### src/rtl/burst_mem_master_pkg.sv
// ---------------------------------------------------------------------------
// burst_mem_master_pkg
// Shared definitions for the burst memory master and its read buffer:
//   - FSM state encoding
//   - read-buffer depth and the pointer/count widths derived from it
//   - R_W encoding shared with the single-port memory (0 = read, 1 = write)
// ---------------------------------------------------------------------------
package burst_mem_master_pkg;

  typedef enum logic [2:0] {
    ST_IDLE,
    ST_WRITE,
    ST_READ,
    ST_DRAIN,
    ST_DONE
  } state_t;

  localparam int RD_BUF_DEPTH = 4;
  localparam int RD_BUF_PTR_W = 2;
  // Count has to represent 0..RD_BUF_DEPTH inclusive.
  localparam int RD_BUF_CNT_W = 3;

  localparam logic RW_READ  = 1'b0;
  localparam logic RW_WRITE = 1'b1;

endpackage

### src/rtl/burst_rd_fifo.sv
// ---------------------------------------------------------------------------
// burst_rd_fifo
// Small synchronous FIFO that buffers read data returning from the memory
// so that the consumer can apply backpressure without losing words.
//
// Ports:
//   Clk        rising-edge clock
//   Clear      synchronous clear; empties the buffer (wins over push/pop)
//   Push       write Push_Data into the tail (ignored when full)
//   Push_Data  word to store
//   Pop        drop the head word (ignored when empty)
//   Head       current head word (valid when Count != 0)
//   Count      number of stored words, 0..RD_BUF_DEPTH
// ---------------------------------------------------------------------------
module burst_rd_fifo
  import burst_mem_master_pkg::*;
#(
  parameter int DATA_W = 32
) (
  input  logic                    Clk,
  input  logic                    Clear,
  input  logic                    Push,
  input  logic [DATA_W-1:0]       Push_Data,
  input  logic                    Pop,
  output logic [DATA_W-1:0]       Head,
  output logic [RD_BUF_CNT_W-1:0] Count
);

  logic [DATA_W-1:0]       storage [RD_BUF_DEPTH];
  logic [RD_BUF_PTR_W-1:0] wr_ptr;
  logic [RD_BUF_PTR_W-1:0] rd_ptr;
  logic                    push_ok;
  logic                    pop_ok;

  assign push_ok = Push && (Count != RD_BUF_CNT_W'(RD_BUF_DEPTH));
  assign pop_ok  = Pop && (Count != '0);
  assign Head    = storage[rd_ptr];

  // Pointers and occupancy; a simultaneous push and pop leaves the count alone.
  always_ff @(posedge Clk) begin
    if (Clear) begin
      wr_ptr <= '0;
      rd_ptr <= '0;
      Count  <= '0;
    end else begin
      if (push_ok) wr_ptr <= wr_ptr + RD_BUF_PTR_W'(1);
      if (pop_ok)  rd_ptr <= rd_ptr + RD_BUF_PTR_W'(1);
      case ({push_ok, pop_ok})
        2'b10:   Count <= Count + RD_BUF_CNT_W'(1);
        2'b01:   Count <= Count - RD_BUF_CNT_W'(1);
        default: Count <= Count;
      endcase
    end
  end

  // Data storage needs no reset; the count alone decides what is valid.
  always_ff @(posedge Clk) begin
    if (push_ok && !Clear) storage[wr_ptr] <= Push_Data;
  end

endmodule

### src/rtl/burst_mem_master.sv
// ---------------------------------------------------------------------------
// burst_mem_master
// Burst initiator for a single-port synchronous memory whose read data
// appears on Dout one cycle after the request is sampled. Takes one burst
// command at a time and either streams write words into the memory or
// streams read words out through a 4-entry buffer.
//
// Ports:
//   Clk, Reset                 clock, synchronous active-high reset
//   Cmd_Valid/Cmd_Ready        command handshake (ready only when idle)
//   Cmd_R_W, Cmd_Addr, Cmd_Len burst direction (1 = write), start, length
//   Wr_Data/Wr_Valid/Wr_Ready  write-data stream (ready only in WRITE)
//   Rd_Data/Rd_Valid/Rd_Ready  read-data stream from the buffer head
//   Mem_Din/Addr/R_W/Valid     registered request to the memory
//   Mem_Dout                   read data from the memory
//   Busy                       a burst is in progress
//   Done                       one-cycle pulse when a burst completes
// ---------------------------------------------------------------------------
module burst_mem_master
  import burst_mem_master_pkg::*;
#(
  parameter int WIDTH     = 8,
  parameter int DinLength = 32,
  parameter int LenWidth  = 8
) (
  input  logic                 Clk,
  input  logic                 Reset,
  input  logic                 Cmd_Valid,
  output logic                 Cmd_Ready,
  input  logic                 Cmd_R_W,
  input  logic [WIDTH-1:0]     Cmd_Addr,
  input  logic [LenWidth-1:0]  Cmd_Len,
  input  logic [DinLength-1:0] Wr_Data,
  input  logic                 Wr_Valid,
  output logic                 Wr_Ready,
  output logic [DinLength-1:0] Rd_Data,
  output logic                 Rd_Valid,
  input  logic                 Rd_Ready,
  output logic [DinLength-1:0] Mem_Din,
  output logic [WIDTH-1:0]     Mem_Addr,
  output logic                 Mem_R_W,
  output logic                 Mem_Valid,
  input  logic [DinLength-1:0] Mem_Dout,
  output logic                 Busy,
  output logic                 Done
);

  state_t state;
  state_t next_state;

  logic [WIDTH-1:0]        cur_addr;
  logic [LenWidth-1:0]     remaining;
  logic                    issued_s1;
  logic                    in_mem_s2;
  logic [RD_BUF_CNT_W-1:0] buf_count;
  logic [RD_BUF_CNT_W-1:0] credit_used;
  logic                    credit_ok;
  logic                    buf_pop;
  logic                    last_word;
  logic                    accept;
  logic                    wr_fire;
  logic                    rd_issue;

  // A read may only be issued when every word already owed to the buffer
  // (stored or still travelling through the memory) leaves room for it.
  assign credit_used = buf_count + RD_BUF_CNT_W'(issued_s1) + RD_BUF_CNT_W'(in_mem_s2);
  assign credit_ok   = credit_used < RD_BUF_CNT_W'(RD_BUF_DEPTH);
  assign last_word   = remaining == LenWidth'(1);
  assign Rd_Valid    = buf_count != '0;
  assign buf_pop     = Rd_Valid && Rd_Ready;
  assign Busy        = state != ST_IDLE;

  always_ff @(posedge Clk) begin
    if (Reset) state <= ST_IDLE;
    else       state <= next_state;
  end

  // Next-state and handshake decode. DRAIN leaves as soon as the last word
  // is being popped so that Done lands in the cycle right after that pop.
  always_comb begin
    next_state = state;
    Cmd_Ready  = 1'b0;
    Wr_Ready   = 1'b0;
    Done       = 1'b0;
    accept     = 1'b0;
    wr_fire    = 1'b0;
    rd_issue   = 1'b0;
    case (state)
      ST_IDLE: begin
        Cmd_Ready = 1'b1;
        if (Cmd_Valid) begin
          accept = 1'b1;
          if (Cmd_Len == '0)          next_state = ST_DONE;
          else if (Cmd_R_W == RW_WRITE) next_state = ST_WRITE;
          else                        next_state = ST_READ;
        end
      end
      ST_WRITE: begin
        Wr_Ready = 1'b1;
        if (Wr_Valid) begin
          wr_fire = 1'b1;
          if (last_word) next_state = ST_DONE;
        end
      end
      ST_READ: begin
        if (credit_ok) begin
          rd_issue = 1'b1;
          if (last_word) next_state = ST_DRAIN;
        end
      end
      ST_DRAIN: begin
        if (!issued_s1 && !in_mem_s2 &&
            ((buf_count == '0) || ((buf_count == RD_BUF_CNT_W'(1)) && buf_pop)))
          next_state = ST_DONE;
      end
      ST_DONE: begin
        Done       = 1'b1;
        next_state = ST_IDLE;
      end
      default: next_state = ST_IDLE;
    endcase
  end

  // Burst bookkeeping and the registered memory request. The two in-flight
  // stages follow a read from issue to the cycle its data sits on Mem_Dout;
  // clearing them on reset discards anything still coming back.
  always_ff @(posedge Clk) begin
    if (Reset) begin
      cur_addr  <= '0;
      remaining <= '0;
      issued_s1 <= 1'b0;
      in_mem_s2 <= 1'b0;
      Mem_Valid <= 1'b0;
      Mem_R_W   <= RW_READ;
      Mem_Addr  <= '0;
      Mem_Din   <= '0;
    end else begin
      Mem_Valid <= wr_fire || rd_issue;
      issued_s1 <= rd_issue;
      in_mem_s2 <= issued_s1;
      if (accept) begin
        cur_addr  <= Cmd_Addr;
        remaining <= Cmd_Len;
      end else if (wr_fire || rd_issue) begin
        cur_addr <= cur_addr + WIDTH'(1);
        if (remaining != '0) remaining <= remaining - LenWidth'(1);
      end
      if (wr_fire) begin
        Mem_Din  <= Wr_Data;
        Mem_Addr <= cur_addr;
        Mem_R_W  <= RW_WRITE;
      end else if (rd_issue) begin
        Mem_Addr <= cur_addr;
        Mem_R_W  <= RW_READ;
      end
    end
  end

  burst_rd_fifo #(
    .DATA_W(DinLength)
  ) u_rd_fifo (
    .Clk      (Clk),
    .Clear    (Reset),
    .Push     (in_mem_s2),
    .Push_Data(Mem_Dout),
    .Pop      (buf_pop),
    .Head     (Rd_Data),
    .Count    (buf_count)
  );

endmodule

### config.mk
export PLATFORM = sky130hd
export DESIGN_NAME = burst_mem_master
export DESIGN_NICKNAME = d
export VERILOG_FILES = /design/src/rtl/burst_mem_master_pkg.sv /design/src/rtl/burst_rd_fifo.sv /design/src/rtl/burst_mem_master.sv
export SDC_FILE = /design/constraint.sdc
export NUM_CORES = 1
export LEC_CHECK = 0
export BUFFER_PORTS_ARGS = -buffer_cell sky130_fd_sc_hd__buf_2
export CAP_MARGIN = 20
export CORE_MARGIN = 2
export CORE_UTILIZATION = 54
export DETAILED_ROUTE_END_ITERATION = 8
export PLACE_DENSITY_LB_ADDON = 0.12
export SYNTH_ARGS = -nofsm -noshare
export SYNTH_HDL_FRONTEND = slang
export SYNTH_HIERARCHICAL = 1
export SYNTH_SLANG_ARGS = --single-unit
### constraint.sdc
create_clock -name Clk -period 5.2 [get_ports Clk]
set_clock_uncertainty 0.15 [all_clocks]
set_input_delay 0.78 -clock Clk [delete_from_list [all_inputs] [get_ports Clk]]
set_output_delay 0.78 -clock Clk [all_outputs]
set_load 0.01 [all_outputs]
After elaboration in Yosys (flattened, before gate mapping). Memory sizes are Yosys's and may differ from the RTL's. A register that Yosys moved wholly into a read port is not among the register bits. Cells that the tools add are included.

Register bits after elaboration: 70. RAM bits: 128. Bits of input ports: 86. Output and inout bits: 79. Memories kept: 1.

Add/sub/neg operators: 8. $lt $le $gt $ge: 1. Equality and inequality tests: 15. Muxes and demuxes: 32. Reduce and logical (&&, ||, !) cells: 24.

Memories: u_rd_fifo.storage (depth 4, bits a word 32, rd ports 1, clocked after memory_dff 1, write ports 1, line burst_rd_fifo.sv:29) `logic [DATA_W-1:0] storage [RD_BUF_DEPTH];`.

Operator list (count): $mux 8 (7); $mux 3 (7); $mux 1 (13); $ne 2x2->1 const B (6); $pmux 3 s4 (1); $add 8x1->8 const B (1); $eq 8x1->1 const B (1); $logic_not 8->1 (1); $reduce_bool 2->1 (4); $reduce_bool 8->1 (1); $sub 8x1->8 const B (1); $logic_and 1x1->1 (7); $add 3x1->3 (2); $eq 3x1->1 const B (2); $eq 3x2->1 const B (2); $logic_not 3->1 (2); $mux 2 (3); $pmux 3 s2 (1); $reduce_and 6->1 (1); $reduce_bool 3->1 (2); $add 2x1->2 const B (2); $add 3x1->3 const B (1); $eq 3x3->1 const B (1); $logic_not 1->1 (3); other kinds (7) (8).

Depth between registers and ports, before layout.
Word-level depth: 8. Depth in mapped cells: 9. Gate-level depth less buffers: 9.

By module. Netlist, hierarchy kept.

Modules (own cells, without submodules): burst_rd_fifo (times used 1, cells each 217, area an instance 5097.4 um2, sequential area each 4023.9 um2); burst_mem_master (times used 1, cells each 346, area an instance 2752.6 um2, sequential area each 1261.2 um2).

Least setup slack after synthesis. Ideal clock, no wire load.

Path kind: input-to-reg. From: in Reset. To: mem u_rd_fifo.storage[0][0], enable pin. Setup time: 468 ps. Arrival: 3400 ps. Data required time: 4582 ps. Slack: 1182 ps. Stages on the path: 2. Path buffers: 1. Cell sequence: clkbuf_1 nor3b_1.

Word-level cells in the longest chain between the ends: 4.

Ends and longest elaborated chain: from (decl) (line burst_mem_master.sv:27) `input logic Reset,`; $logic_not 1->1 (line burst_rd_fifo.sv:58) `if (push_ok && !Clear) storage[wr_ptr] <= Push_Data;`; $logic_and 1x1->1 (line burst_rd_fifo.sv:58); $mux 1 (line burst_rd_fifo.sv:58); $mux 1 (implied by the code) (line burst_rd_fifo.sv:58); to (decl) (line burst_rd_fifo.sv:29).

Every way passes these cells.

==> implementation parameters <==
Parameter                              Value

STA
  RSZ-0062 raised after global routing ... no
  Crit path time final ... 3.25 ns
  Number of pins with negative max-slew slack in the final report ... 0
  Fmax achieved ... slightly above 300 MHz
  Crit share post-route ... 0.625
  Worst Setup Slack, final ... slightly below 2 ns
  Sum of negative setup slack ... 0 ns
  Hold Vio Cnt, Final ... 0
  Least-Margin Pin Slew ... 0.758 ns
  Total setup violations reported at the end of the flow ... 0
  Worst slew margin relative to its limit ... 0.494

GRT
  Pin count of the biggest net entering global routing ... 50
  Leftover overflow at the end of global routing ... 0
  Overall track demand over capacity in global routing ... 0.210
  Antenna violations before repair ... 1
  Wire length of the first global-routing pass ... around 25,000 um
  Vias in the first global route ... 5,073

Logic synthesis
  Number of nets in the synthesized netlist ... ~660
  Cell with the most instances after synthesis ... edfxtp_1
  Synth top area cells ... edfxtp_1, dfxtp_1, mux4_2
  #FFs+latches synth ... 200
  Post-synthesis sequential area ratio ... 0.673
  Post-synthesis cell type with the largest combined area ... edfxtp_1
  Synthesis warning total ... 6
  Cells after synthesis ... between 500 and 600
  Synth cell count leaders ... edfxtp_1, nand2_1, dfxtp_1
  Mean Syn Cell Area ... about 14 um^2
  Fraction of synthesized cell area taken by the top area cell type ... 0.490
  Netlist area before placement ... 0.00785 mm^2
  Ys async rst share ... 0
  Top flip-flop cell by instance count after synthesis ... edfxtp_1
  Number of enable-type register cells in the synthesized netlist ... 128
  Number of library cell types mapped by synthesis ... 54

Setup path
  Crit-path cells ... buf_4 -> mux4_2 -> buf_2
  Worst reg2reg path startpoint ... u_rd_fifo/Count[0]
  Critical-path top delay cell ... dfxtp_2
  Setup crit start kind ... flip-flop
  Register-to-Register Path Depth ... 6
  Setup slack on the worst flop-to-flop path ... 2.62 ns
  Dominant delay contributor by cell family on the critical path ... flip-flops
  Critical Path Fanout Max ... 17
  Classification of the worst setup path ... flip-flop to primary output
  Worst endpoint data arrival time ... 2.32 ns
  Slowest Stage Delay on Critical Path ... about 0.72 ns
  Kind of capture point of the worst setup path ... primary output
  Buffering stage count on the worst path with inverters included ... 2
  Endpoint of the worst register-to-register path ... cur_addr[0]
  Req. time, crit path ... 4.27 ns

Layout
  Finished Cell Area ... 0.00948 mm^2
  Synth-to-layout area growth ... 20.7%
  Number of filler cells placed in the layout ... ~1.1k
  Fraction of final layout cells with drive strength greater than 1 ... 0.343
  Final layout net count ... slightly above 800

Die
  Initial cell density of the core ... 0.546
  Area enclosed by the die boundary ... 0.0155 mm^2
  Placeable core region ... roughly 0.014 mm^2
  Top Ports ... 165
  Cell row count ... 44
  Die width ... 125 um
  Vertical die dimension ... around 120 um

Placement
  # port buffers ... 164
  Post-place setup slack ... 2.30 ns
  GPL Wtd Cong ... between 0.8 and 0.9
  Estimated wirelength of the detail-placed design ... 10,100 um
  Placed inst area ... 0.00886 mm^2

Pwr
  Reported net switching power ... 1.08 mW
  Worst-case vdd ir drop ... 0.262 mV
  Clock power frac ... 0.341
  Power consumption ... just under 4 mW
  Gate power share ... 0.175
  Switching Share ... 0.275
  Share of total power in sequential cells ... 0.484
  Ratio of total power to cell area ... 416 mW/mm^2
  Leakage power summed over all cells ... 3.44 nW
  Internal power contribution ... between 2 and 3 mW

Worst hold path
  WHS Endpoint ... Mem_Din[15]
  Hold_sp ... Mem_Din[15]
  Class of the tightest hold or removal check ... flip-flop to flip-flop
  Worst Hold Depth ... 2

Clocking
  Number of sinks driven by the clock tree ... 200
  Clock insertion delay at the later pin of the skew report ... 0.42 ns
  TritonCTS Buffers ... 17
  Setup Buffers After CTS ... 0
  Maximum clock insertion buffer count ... 2
  CTS tree ... done
  # resized after CTS ... 0
  Hold buffer count at CTS ... 0
  Root buf cell ... clkbuf_16
  Clock Pin Slew Worst Setup and Hold Paths ... about 0.07 ns
  H-tree level count ... 4

Job
  Max-cap violations ... 0

Route
  DRC violation count after routing ... 0
  Average routed wire per standard cell ... 17.1 um
  Wire length reported by the detailed router ... about 16,000 um
  Count of TritonRoute iterations in the first routing pass ... 5
  Per-cell via count in the routed design ... about 5.5
  DRC marker count from the first detailed-route iteration ... between 300 and 400
  Antenna Violating Nets Remaining ... 0
  Vias post-DR ... 5,126

Run status
  Outcome ... completed
[layout by cell type (no fill, tap or decap), types with 4 or more instances in the layout]
cell type	instances
nor3b_1	4
edfxtp_1	128
nand2b_1	6
nor3b_2	4
a311oi_1	4
nand2_1	90
a21oi_1	51
buf_4	8
ha_1	9
nor2_1	31
clkbuf_16	17
o221ai_1	4
xor2_1	4
inv_1	12
dfxtp_1	71
buf_2	164
mux4_2	32
nor3_1	17
o21ai_0	6
nor4_1	8
a211oi_1	5
[worst max-delay path by stage]
stage,startpoint,end,slack (ns),cells past startpoint
final,flip-flop,Rd_Data[18],1.95,3
after global routing,flip-flop,Rd_Data[18],1.76,3
after CTS,flip-flop,Rd_Data[18],1.83,3
after detailed placement,flip-flop,Rd_Data[25],2.30,3
after global placement,Wr_Valid,cur_addr[4],1.93,6
after floorplan,Reset,u_rd_fifo/storage[0][0],1.18,2
[worst min-delay path, stage by stage (launching register included)]
cell	delay, ns
dfxtp_1	0.31
nand2_1	0.05
a21oi_1	0.05
[power by group through the flow]
stage	registers (mW)	logic [mW]	clock network (mW)
CTS	1.91	0.690	1.38
global route	1.93	0.775	1.44
floorplan	1.94	0.463	0
global placement	1.93	0.657	0
detailed placement	1.94	0.686	0
finish	1.91	0.690	1.34
[sequential cells by signal, summed over array words and instances, names as in the netlist, named ones only]
register	count
u_rd_fifo/storage	128
Mem_Din	32
Mem_Addr	8
cur_addr	8
remaining	8
state	3
u_rd_fifo/Count	3
u_rd_fifo/rd_ptr	2
u_rd_fifo/wr_ptr	2
Mem_R_W	1
Mem_Valid	1
in_mem_s2	1
issued_s1	1
[area by class of cell]
cell class / count / area [um^2] / area share
clock buffer: 19 / 443 / 0.0467
timing repair buffer: 173 / 908 / 0.0959
inverter: 14 / 52.6 / 0.00555
clock inverter: 13 / 169 / 0.0178
multi-input combinational: 322 / 2380 / 0.252
sequential: 200 / 5290 / 0.558
tap: 184 / 230 / 0.0243
antenna: 1 / 2.50 / 0.000264
[routing by layer]
metal / global-route usage / vias up / wire [um]
met5: 0 / - / 0
met1: 0.266 / 2486 / 6530
met4: 0.0760 / 0 / 222
li1: - / 2434 / -
met3: 0.0584 / 16 / 1070
met2: 0.350 / 190 / 8020
[cell families (layout without fill, tap and decap cells)]
family / after synthesis / in the layout / share of synthesized area
AOI/OAI and AO/OA: 88 / 88 / 0.0716
xor gates and xnor gates: 6 / 6 / 0.00669
adders and majority gates: 10 / 10 / 0.0169
buffers and inverters: 41 / 219 / 0.0255
DFF: 200 / 200 / 0.673
muxes: 35 / 35 / 0.0964
other: 0 / 1 / 0
and+or+nand+nor: 183 / 183 / 0.110
[stage by stage]
step	hold slack, ns	instances	utilization
5_1_grt	0.326	925	0.659
2_1_floorplan	0.307	563	-
3_5_place_dp	0.293	893	0.617
3_3_place_gp	0.289	892	0.615
4_1_cts	0.304	925	0.659
6_report	0.303	926	0.660
Power figures use the tool's default switching activity.
